`config.mk`:
```
export PLATFORM = sky130hd
export DESIGN_NAME = pcie_dma_desc_issue_ctrl
export DESIGN_NICKNAME = d
export VERILOG_FILES = /design/src/rtl/pcie_dma_desc_issue_ctrl.sv
export SDC_FILE = /design/constraint.sdc
export NUM_CORES = 1
export LEC_CHECK = 0
export CELL_PAD_IN_SITES_DETAIL_PLACEMENT = 0
export CELL_PAD_IN_SITES_GLOBAL_PLACEMENT = 1
export CORE_MARGIN = 1
export CORE_UTILIZATION = 37
export CTS_CLUSTER_SIZE = 16
export DETAILED_ROUTE_END_ITERATION = 8
export HOLD_SLACK_MARGIN = 0.06
export PLACE_DENSITY = 0.86
export SYNTH_ARGS = -nofsm -noshare
export SYNTH_HDL_FRONTEND = slang
export SYNTH_SLANG_ARGS = --single-unit
```
`constraint.sdc`:
```
create_clock -name clk -period 4.45 [get_ports clk]
set_input_delay 0.89 -clock clk [delete_from_list [all_inputs] [get_ports clk]]
set_output_delay 0.89 -clock clk [all_outputs]
set_load 0.01 [all_outputs]
```
`src/rtl/pcie_dma_desc_issue_ctrl.sv`:
```
// Descriptor issue controller for one PCIe DMA mux port. It allocates sequential tags
// from a ring, limits the number of in-flight descriptors and retires status in issue order.
module pcie_dma_desc_issue_ctrl #(
  parameter int PCIE_ADDR_WIDTH = 64,
  parameter int AXI_ADDR_WIDTH  = 16,
  parameter int LEN_WIDTH       = 20,
  parameter int TAG_WIDTH       = 5,
  parameter int MAX_OUTSTANDING = 2**TAG_WIDTH
) (
  input  logic                       clk,
  input  logic                       rst,
  input  logic                       enable,

  input  logic [PCIE_ADDR_WIDTH-1:0] s_axis_req_pcie_addr,
  input  logic [AXI_ADDR_WIDTH-1:0]  s_axis_req_axi_addr,
  input  logic [LEN_WIDTH-1:0]       s_axis_req_len,
  input  logic                       s_axis_req_valid,
  output logic                       s_axis_req_ready,

  output logic [PCIE_ADDR_WIDTH-1:0] m_axis_desc_pcie_addr,
  output logic [AXI_ADDR_WIDTH-1:0]  m_axis_desc_axi_addr,
  output logic [LEN_WIDTH-1:0]       m_axis_desc_len,
  output logic [TAG_WIDTH-1:0]       m_axis_desc_tag,
  output logic                       m_axis_desc_valid,
  input  logic                       m_axis_desc_ready,

  input  logic [TAG_WIDTH-1:0]       s_axis_desc_status_tag,
  input  logic [3:0]                 s_axis_desc_status_error,
  input  logic                       s_axis_desc_status_valid,

  output logic [TAG_WIDTH-1:0]       m_axis_cpl_tag,
  output logic [3:0]                 m_axis_cpl_error,
  output logic                       m_axis_cpl_valid,
  input  logic                       m_axis_cpl_ready,

  output logic [TAG_WIDTH:0]         outstanding,
  output logic                       busy,
  output logic                       spurious_status
);

  localparam int DEPTH = 2**TAG_WIDTH;
  localparam logic [TAG_WIDTH:0] MAX_OUT = (TAG_WIDTH+1)'(MAX_OUTSTANDING);

  if (MAX_OUTSTANDING < 1 || MAX_OUTSTANDING > DEPTH) begin : g_bad_max_outstanding
    $error("MAX_OUTSTANDING must lie in 1..2**TAG_WIDTH");
  end

  // The extra pointer bit tells a full ring apart from an empty one.
  logic [TAG_WIDTH:0]   head;
  logic [TAG_WIDTH:0]   tail;
  logic [TAG_WIDTH-1:0] head_idx;
  logic [DEPTH-1:0]     done;
  logic [3:0]           err_mem [DEPTH];

  logic                 accept;
  logic [TAG_WIDTH-1:0] status_dist;
  logic                 status_in_flight;
  logic                 status_ok;
  logic                 retire;

  assign head_idx    = head[TAG_WIDTH-1:0];
  assign outstanding = tail - head;

  assign s_axis_req_ready = enable && (outstanding < MAX_OUT) &&
                            (!m_axis_desc_valid || m_axis_desc_ready);
  assign accept = s_axis_req_valid && s_axis_req_ready;

  // Distance from the head in ring order; anything closer than the occupancy is in flight.
  assign status_dist      = s_axis_desc_status_tag - head_idx;
  assign status_in_flight = {1'b0, status_dist} < outstanding;
  assign status_ok        = s_axis_desc_status_valid && status_in_flight &&
                            !done[s_axis_desc_status_tag];

  assign retire = (outstanding != '0) && done[head_idx] &&
                  (!m_axis_cpl_valid || m_axis_cpl_ready);

  assign busy = (outstanding != '0) || m_axis_desc_valid || m_axis_cpl_valid;

  // NOTE: state registers use non-blocking assignments so every read in this block sees pre-edge values.
  always_ff @(posedge clk) begin
    if (rst) begin
      head                  <= '0;
      tail                  <= '0;
      done                  <= '0;
      m_axis_desc_pcie_addr <= '0;
      m_axis_desc_axi_addr  <= '0;
      m_axis_desc_len       <= '0;
      m_axis_desc_tag       <= '0;
      m_axis_desc_valid     <= 1'b0;
      m_axis_cpl_tag        <= '0;
      m_axis_cpl_error      <= '0;
      m_axis_cpl_valid      <= 1'b0;
      spurious_status       <= 1'b0;
    end else begin
      if (accept) begin
        m_axis_desc_pcie_addr <= s_axis_req_pcie_addr;
        m_axis_desc_axi_addr  <= s_axis_req_axi_addr;
        m_axis_desc_len       <= s_axis_req_len;
        m_axis_desc_tag       <= tail[TAG_WIDTH-1:0];
        m_axis_desc_valid     <= 1'b1;
        tail                  <= tail + 1'b1;
      end else if (m_axis_desc_ready) begin
        m_axis_desc_valid <= 1'b0;
      end

      if (s_axis_desc_status_valid && !status_ok) begin
        spurious_status <= 1'b1;
      end

      // A status write and a retire never target the same bit: retire needs done, status needs !done.
      if (status_ok) begin
        done[s_axis_desc_status_tag] <= 1'b1;
      end

      if (retire) begin
        done[head_idx]   <= 1'b0;
        m_axis_cpl_tag   <= head_idx;
        m_axis_cpl_error <= err_mem[head_idx];
        m_axis_cpl_valid <= 1'b1;
        head             <= head + 1'b1;
      end else if (m_axis_cpl_ready) begin
        m_axis_cpl_valid <= 1'b0;
      end
    end
  end

  // NOTE: the error store is deliberately not reset; an entry is only read once its done bit is set.
  always_ff @(posedge clk) begin
    if (status_ok) begin
      err_mem[s_axis_desc_status_tag] <= s_axis_desc_status_error;
    end
  end

endmodule

```
==> flow_summary.toml <==
[outcome]
outcome = "finished, final reports clean"

[global_route]
grt_pass1_vias = 8801
grt_remaining_overflow = 0
grt_max_degree = 125
grtUsageTotal = 0.2014
grt_antenna_before_repair = 0
grt_pass1_wl_um = 51620

[timing]
slew_headroom = 0.3483
setup_tns_ns = 0
worst_slew_pin_slew_ns = 0.9733
finalCritPeriodShare = 0.9148
finalSetupViolations = 0
fmaxAchievable_ghz = 0.2457
fin_crit_ns = 4.071
rsz0062_at_grt = "no"
final-max-slew-violation-count = 0
hold_viol_final = 0
clock_skew_ns = 0.01307

[synth]
yosysUniqueCellTypes = 57
yosysSeqAreaShare = 0.5851
synth_seq_cells = 289
syn_nets = 1075
yosys_warnings = 0
synth-edff-count = 128
synthCells = 939
ys.flop_type = "dfxtp_1"
synth-async-reset-ratio = 0
syn_area_per_cell_um2 = 12.86
syn_area_mm2 = 0.01208

[route]
drt-initial-drc-count = 652
vias = 8779
vias_per_cell = 5.311
drc = 0
wl_um = 33810
firstDrtPassIters = 7
ant_nets = 0
wl_per_cell_um = 20.45

[pwr]
p_int_uw = 4861
leakagePower_uw = 0.005680
power_switching_uw = 1405
powerDensity_mw_per_mm2 = 385.7
p_seq_frac = 0.457
power_frac_comb = 0.092
ir_drop_mv = 0.3335
swShare = 0.2243
clkPwrFrac = 0.451

[cells_and_area]
drive_gt1_frac = 0.1388
diodes = 0
syn_to_final_growth_pct = 34.50
fin_util = 0.5108
nNetsFinal = 1329

[placed_design]
place_congestion = 0.8440
io_buffers = 240
hpwlAfterDp_um = 23100

[setup_path]
path_max_fanout = 5
start_kind = "flip-flop"
crit_cells = 8
critPathKind = "reg2out"
rr_worst_depth = 14
cpMaxStageDelayCell = "or4_4"
cp.buffers_inverters = 2
cp-end-kind = "primary output"
max_stage_delay_ns = 0.55
crit_path_cell_trace = "inv_1 -> ha_1 -> nor2b_1 -> o2111ai_1 -> o311a_1 -> or4_4 -> or4_1 -> dlymetal6s2s_1"
cp_top_family = "simple AND/OR/NAND/NOR gates"
arrival_ns = 3.18
critPathRequiredTime_ns = 3.56

[clock_tree]
clock_latency_ns = 0.58
cts.reportedPaths.clkPinSlew_ns = 0.06
cts_sinks = 289
cts_tree = "yes"
post-cts-setup-buffers = 0
cts_buffer_depth = 3
root_buffer = "clkbuf_16"
numCtsBuffers = 31
htreeDepth = 1

[floorplanning]
die_w_um = 182.7
fp-row-count = 65
io_pins = 241
initial_utilization = 0.3798
die_area_mm2 = 0.03337
core_mm2 = 0.03180
die_h_um = 182.7

[hold_path]
min_path_type = "reg2reg"
whs_path_depth = 2

[run]
maxCapViolCount = 0
-- worst min-delay path, delay by kind of cell, from the launching register on --
family | cells | cell delay [ns]
multiplexers | 1 | 0.06
flip-flops | 1 | 0.32
AND/OR/NAND/NOR | 1 | 0.07
-- worst paths after layout --
kind | startpoint | endpoint | slack (ns)
max | head[1] | busy | 0.38
max reg2reg | head[1] | err_mem[22][2] | 1.04
min reg2reg | m_axis_desc_pcie_addr[31] | m_axis_desc_pcie_addr[31] | 0.49
min | m_axis_desc_pcie_addr[31] | m_axis_desc_pcie_addr[31] | 0.49
-- Yosys cell counts, types with 15 or more instances --
library cell    n  share of area
a31oi_1        26          0.013
nand2_1        16         0.0050
edfxtp_1      128           0.32
nor3_1         15         0.0062
buf_2          21         0.0087
nor2_1        143          0.044
inv_1          18         0.0056
a21oi_1        16         0.0066
clkbuf_1       35          0.011
ha_1           19          0.020
a22oi_1        22          0.014
dfxtp_1       161           0.27
mux2i_1       129           0.11
mux4_2         41          0.076
-- through the flow --
step | power [uW] | instances | setup WS (ns) | instance area, um^2 | hold slack [ns]
after detailed placement | 3496 | 1595 | 0.07490 | 15100 | 0.4818
final | 6266 | 1653 | 0.3792 | 16240 | 0.4942
after floorplan | 3169 | 939 | 0.04406 | 12080 | 0.4519
after global placement | 3491 | 1595 | 0.1406 | 15100 | 0.4717
after global routing | 6463 | 1653 | 0.2336 | 16240 | 0.5188
after CTS | 6311 | 1653 | 0.02636 | 16240 | 0.4969
-- registers in the layout (all words and copies together), names as in the netlist --
register / count
m_axis_desc_valid: 1
m_axis_cpl_error: 4
head: 6
m_axis_desc_tag: 5
tail: 6
m_axis_desc_axi_addr: 16
m_axis_desc_pcie_addr: 64
m_axis_desc_len: 20
spurious_status: 1
done: 32
m_axis_cpl_tag: 5
err_mem: 128
m_axis_cpl_valid: 1
-- cell families after synthesis --
kind of cell / count (synthesis) / share of synthesized area
fa+ha+maj: 20 / 0.02134
simple gates: 246 / 0.09614
buf+inv: 84 / 0.03170
mux: 170 / 0.1834
flops: 289 / 0.5851
compound gates: 116 / 0.07221
xor+xnor: 14 / 0.01015
-- power by group through the flow --
stage	clock network (uW)	logic [uW]	registers, uW
5_1_grt	2970	617	2870
6_report	2820	576	2870
3_3_place_gp	0	572	2920
4_1_cts	2870	579	2870
3_5_place_dp	0	575	2920
2_1_floorplan	0	227	2940
-- per-layer routing --
| layer | GRT usage | up-vias | share of wire |
|---|---|---|---|
| met3 | 0.06226 | 65 | 0.096 |
| met2 | 0.3256 | 412 | 0.47 |
| met4 | 0.07429 | 0 | 0.033 |
| met1 | 0.2527 | 4284 | 0.40 |
| li1 | - | 4018 | - |
| met5 | 0 | - | 0 |
-- placed cells by master, fill, tap and decap left out, drive strengths merged, types with 9 or more instances in the layout --
cell type	instances
o21a	10
inv	20
mux4	41
and3	14
buf	48
nor3	16
nand4	10
nand3	12
a31oi	26
edfxtp	128
a22oi	22
mux2i	129
dfxtp	161
a21oi	16
nor2	143
ha	19
a211oi	9
clkbuf	41
clkdlybuf4s50	238
nand2	16
-- area by class of cell --
class	count	area, um^2
fill	2764	15550
sequential	289	7069
multi-input combinational	566	4637
timing repair buffer	287	2780
clock buffer	41	905.9
tap	435	544.3
clock inverter	17	240.2
inverter	18	67.56
-- timing repair --
| item | CTS | global route |
|---|---|---|
| setup endpoints to repair | 0 | 1 |
| hold buffers | 0 | 0 |
| gates resized for setup | 0 | 1 |
No activity file was read; power rests on OpenSTA's default activity.
==> variant, RTL diff (config.mk and constraints unchanged) <==
Change the parameter `AXI_ADDR_WIDTH` from 16 to 15.
--- a/src/rtl/pcie_dma_desc_issue_ctrl.sv
+++ b/src/rtl/pcie_dma_desc_issue_ctrl.sv
@@ -4,3 +4,3 @@
   parameter int PCIE_ADDR_WIDTH = 64,
-  parameter int AXI_ADDR_WIDTH  = 16,
+  parameter int AXI_ADDR_WIDTH  = 15,
   parameter int LEN_WIDTH       = 20,
Ports: changed (resized m_axis_desc_axi_addr and s_axis_req_axi_addr); port bits go from 241 to 239. The function was not compared with the original's and may differ.
==> variant against the original RTL <==
Count of clock-buffer cells in the layout down 4; hold slack lost 0.0035 ns; wire length down 3.1%; final area down 1.7%; global-route usage shrank 0.65 points; power decreased by 7.5%; sequential share of layout area increased by 0.63 points; area after synthesis decreased by 0.44%; via count fell by 2.8%; sequential cell count decreased by 1; register-to-register slack worse by 0.07 ns; setup slack lost 0.24 ns; largest power group unchanged; highest routed layer unchanged.
==> variant: results (changes against the original RTL) <==
detailed_routing:
  dr.first_iter.drc_count: 568  # was 652
  first_pass_iters: 5  # was 7
  vias: 8537  # was 8779
  via_per_inst: 5.21  # was 5.31
clock_network:
  cts-buffers-inserted: 29  # was 31
  insertion_delay_ns: 0.56  # was 0.58 ns
sta:
  worst_pin_slew_ns: 1.02  # was 0.973 ns
  skew_ns: 0.0197  # was 0.0131 ns
placed_design:
  hpwl_um: 22600  # was 23100 µm
  pre_cts_ws_ns: 0.117  # was 0.0749 ns
  port_buffers: 238  # was 240
  dp_cells: 1583  # was 1595
  gp_congestion: 0.873  # was 0.844
synthesis:
  synth-adder-area-share_pct: 2.14  # was 2.13%
  seq_area_frac_synth_pct: 58.6  # was 58.5%
  synth_xor_area_share_pct: 1.02  # about the same
  avgSynthCellArea_um2: 12.9  # about the same
  synthMuxAreaShare_pct: 18.3  # about the same
  ys_top_cells_by_count: "dfxtp_1 (160), nor2_1 (137), edfxtp_1 (128), mux2i_1 (128), mux4_2 (41)"  # was dfxtp_1 (161), nor2_1 (143), mux2i_1 (129)
  syn_area_um2: 12000  # was 12100 µm²
  syn_nets: 1066  # was 1075
  synth-compound-area-share_pct: 7.10  # was 7.22%
  yosysWarnings: 0  # unchanged
  synth_cell_types: 61  # was 57
global_route:
  grt_pass1_wl_um: 50300  # was 51600 µm
  grt_max_degree: 108  # was 125
  grt_pass1_vias: 8604  # was 8801
  grt_antenna_before_repair: 1  # was 0
  grt_usage_pct: 19.5  # was 20.1%
setup_path:
  r2r_cells: 13  # was 14
  crit_path_max_fanout: 7  # was 5
  slowest_delay_ns: 0.55  # about the same
  critical_path_arrival_ns: 3.42  # was 3.18 ns
pwr:
  ir_worst_vdd_uv: 322  # was 333 µV
  internal-power_mw: 4.50  # was 4.86 mW
run_status:
  status: "completed"  # unchanged
final_layout:
  drive_above_1_share_pct: 13.1  # was 13.9%
==> variant: changes by cell type in the layout (fill, tap and decap cells not counted), sizes merged, moves of 2 or more <==
| cell | delta |
|---|---|
| a211oi | -8 |
| a21oi | +8 |
| a311oi | +2 |
| a31oi | -8 |
| buf | -4 |
| bufinv | -2 |
| clkbuf | -4 |
| clkinv | +3 |
| nand2 | -2 |
| nor2 | -4 |
| nor3 | -2 |
| o21a | +6 |
==> variant: worst paths after layout <==
path,startpoint,endpoint,slack [ns]
setup / recovery,head[2],busy,0.14
hold / removal,m_axis_desc_pcie_addr[49],m_axis_desc_pcie_addr[49],0.49
setup reg to reg,head[3],err_mem[1][1],0.97
hold reg to reg,m_axis_desc_pcie_addr[49],m_axis_desc_pcie_addr[49],0.49
==> variant: power by group through the flow <==
| stage | registers, mW | clock network [mW] | logic (mW) |
|---|---|---|---|
| after floorplan | 2.93 | 0 | 0.221 |
| after global placement | 2.91 | 0 | 0.564 |
| after detailed placement | 2.91 | 0 | 0.566 |
| after CTS | 2.86 | 2.43 | 0.570 |
| after global routing | 2.86 | 2.52 | 0.608 |
| final | 2.86 | 2.37 | 0.568 |
==> variant: worst reg2reg max path, stage by stage, from the launching register on <==
cell and delay (ns):
dfxtp_1 0.32, inv_1 0.11, ha_1 0.37, and2_1 0.17
o21ai_0 0.30, o311a_1 0.32, inv_1 0.08, ha_1 0.28
o21ai_0 0.08, a21oi_1 0.07, o22ai_1 0.21, nand2_1 0.11
buf_4 0.20, nor4b_2 0.49
==> variant: routing by layer <==
metal / share of wire (%) / global-route usage (%) / routed length [µm]
met5: 0 / 0 / 0
met4: 2.5 / 5.78 / 828
met3: 10 / 6.27 / 3270
met2: 48 / 32.8 / 15800
met1: 39 / 23.8 / 12800
==> variant: logic make-up (layout without fill, tap and decap cells) <==
kind of cell    Yosys count  after routing
xor+xnor                 14             14
other cells               0              1
compound gates          116            116
mux                     169            169
buf+inv                  82            353
flops                   288            288
simple gates            242            242
fa+ha+maj                20             20
==> variant: layout make-up <==
type	instances	area (µm²)
Timing Repair Buffer	281	2740
Multi-Input combinational cell	561	4640
Fill cell	2741	15800
Inverter	18	67.6
Clock inverter	17	170
Antenna cell	1	2.50
Clock buffer	37	756
Tap cell	435	544
Sequential cell	288	7050
==> variant: metrics by stage <==
stage | cell area [µm²] | total power, mW | hold slack [ns]
6_report | 16000 | 5.80 | 0.491
5_1_grt | 16000 | 5.99 | 0.514
4_1_cts | 16000 | 5.86 | 0.497
3_5_place_dp | 15000 | 3.48 | 0.479
3_3_place_gp | 15000 | 3.47 | 0.472
2_1_floorplan | 12000 | 3.15 | 0.453
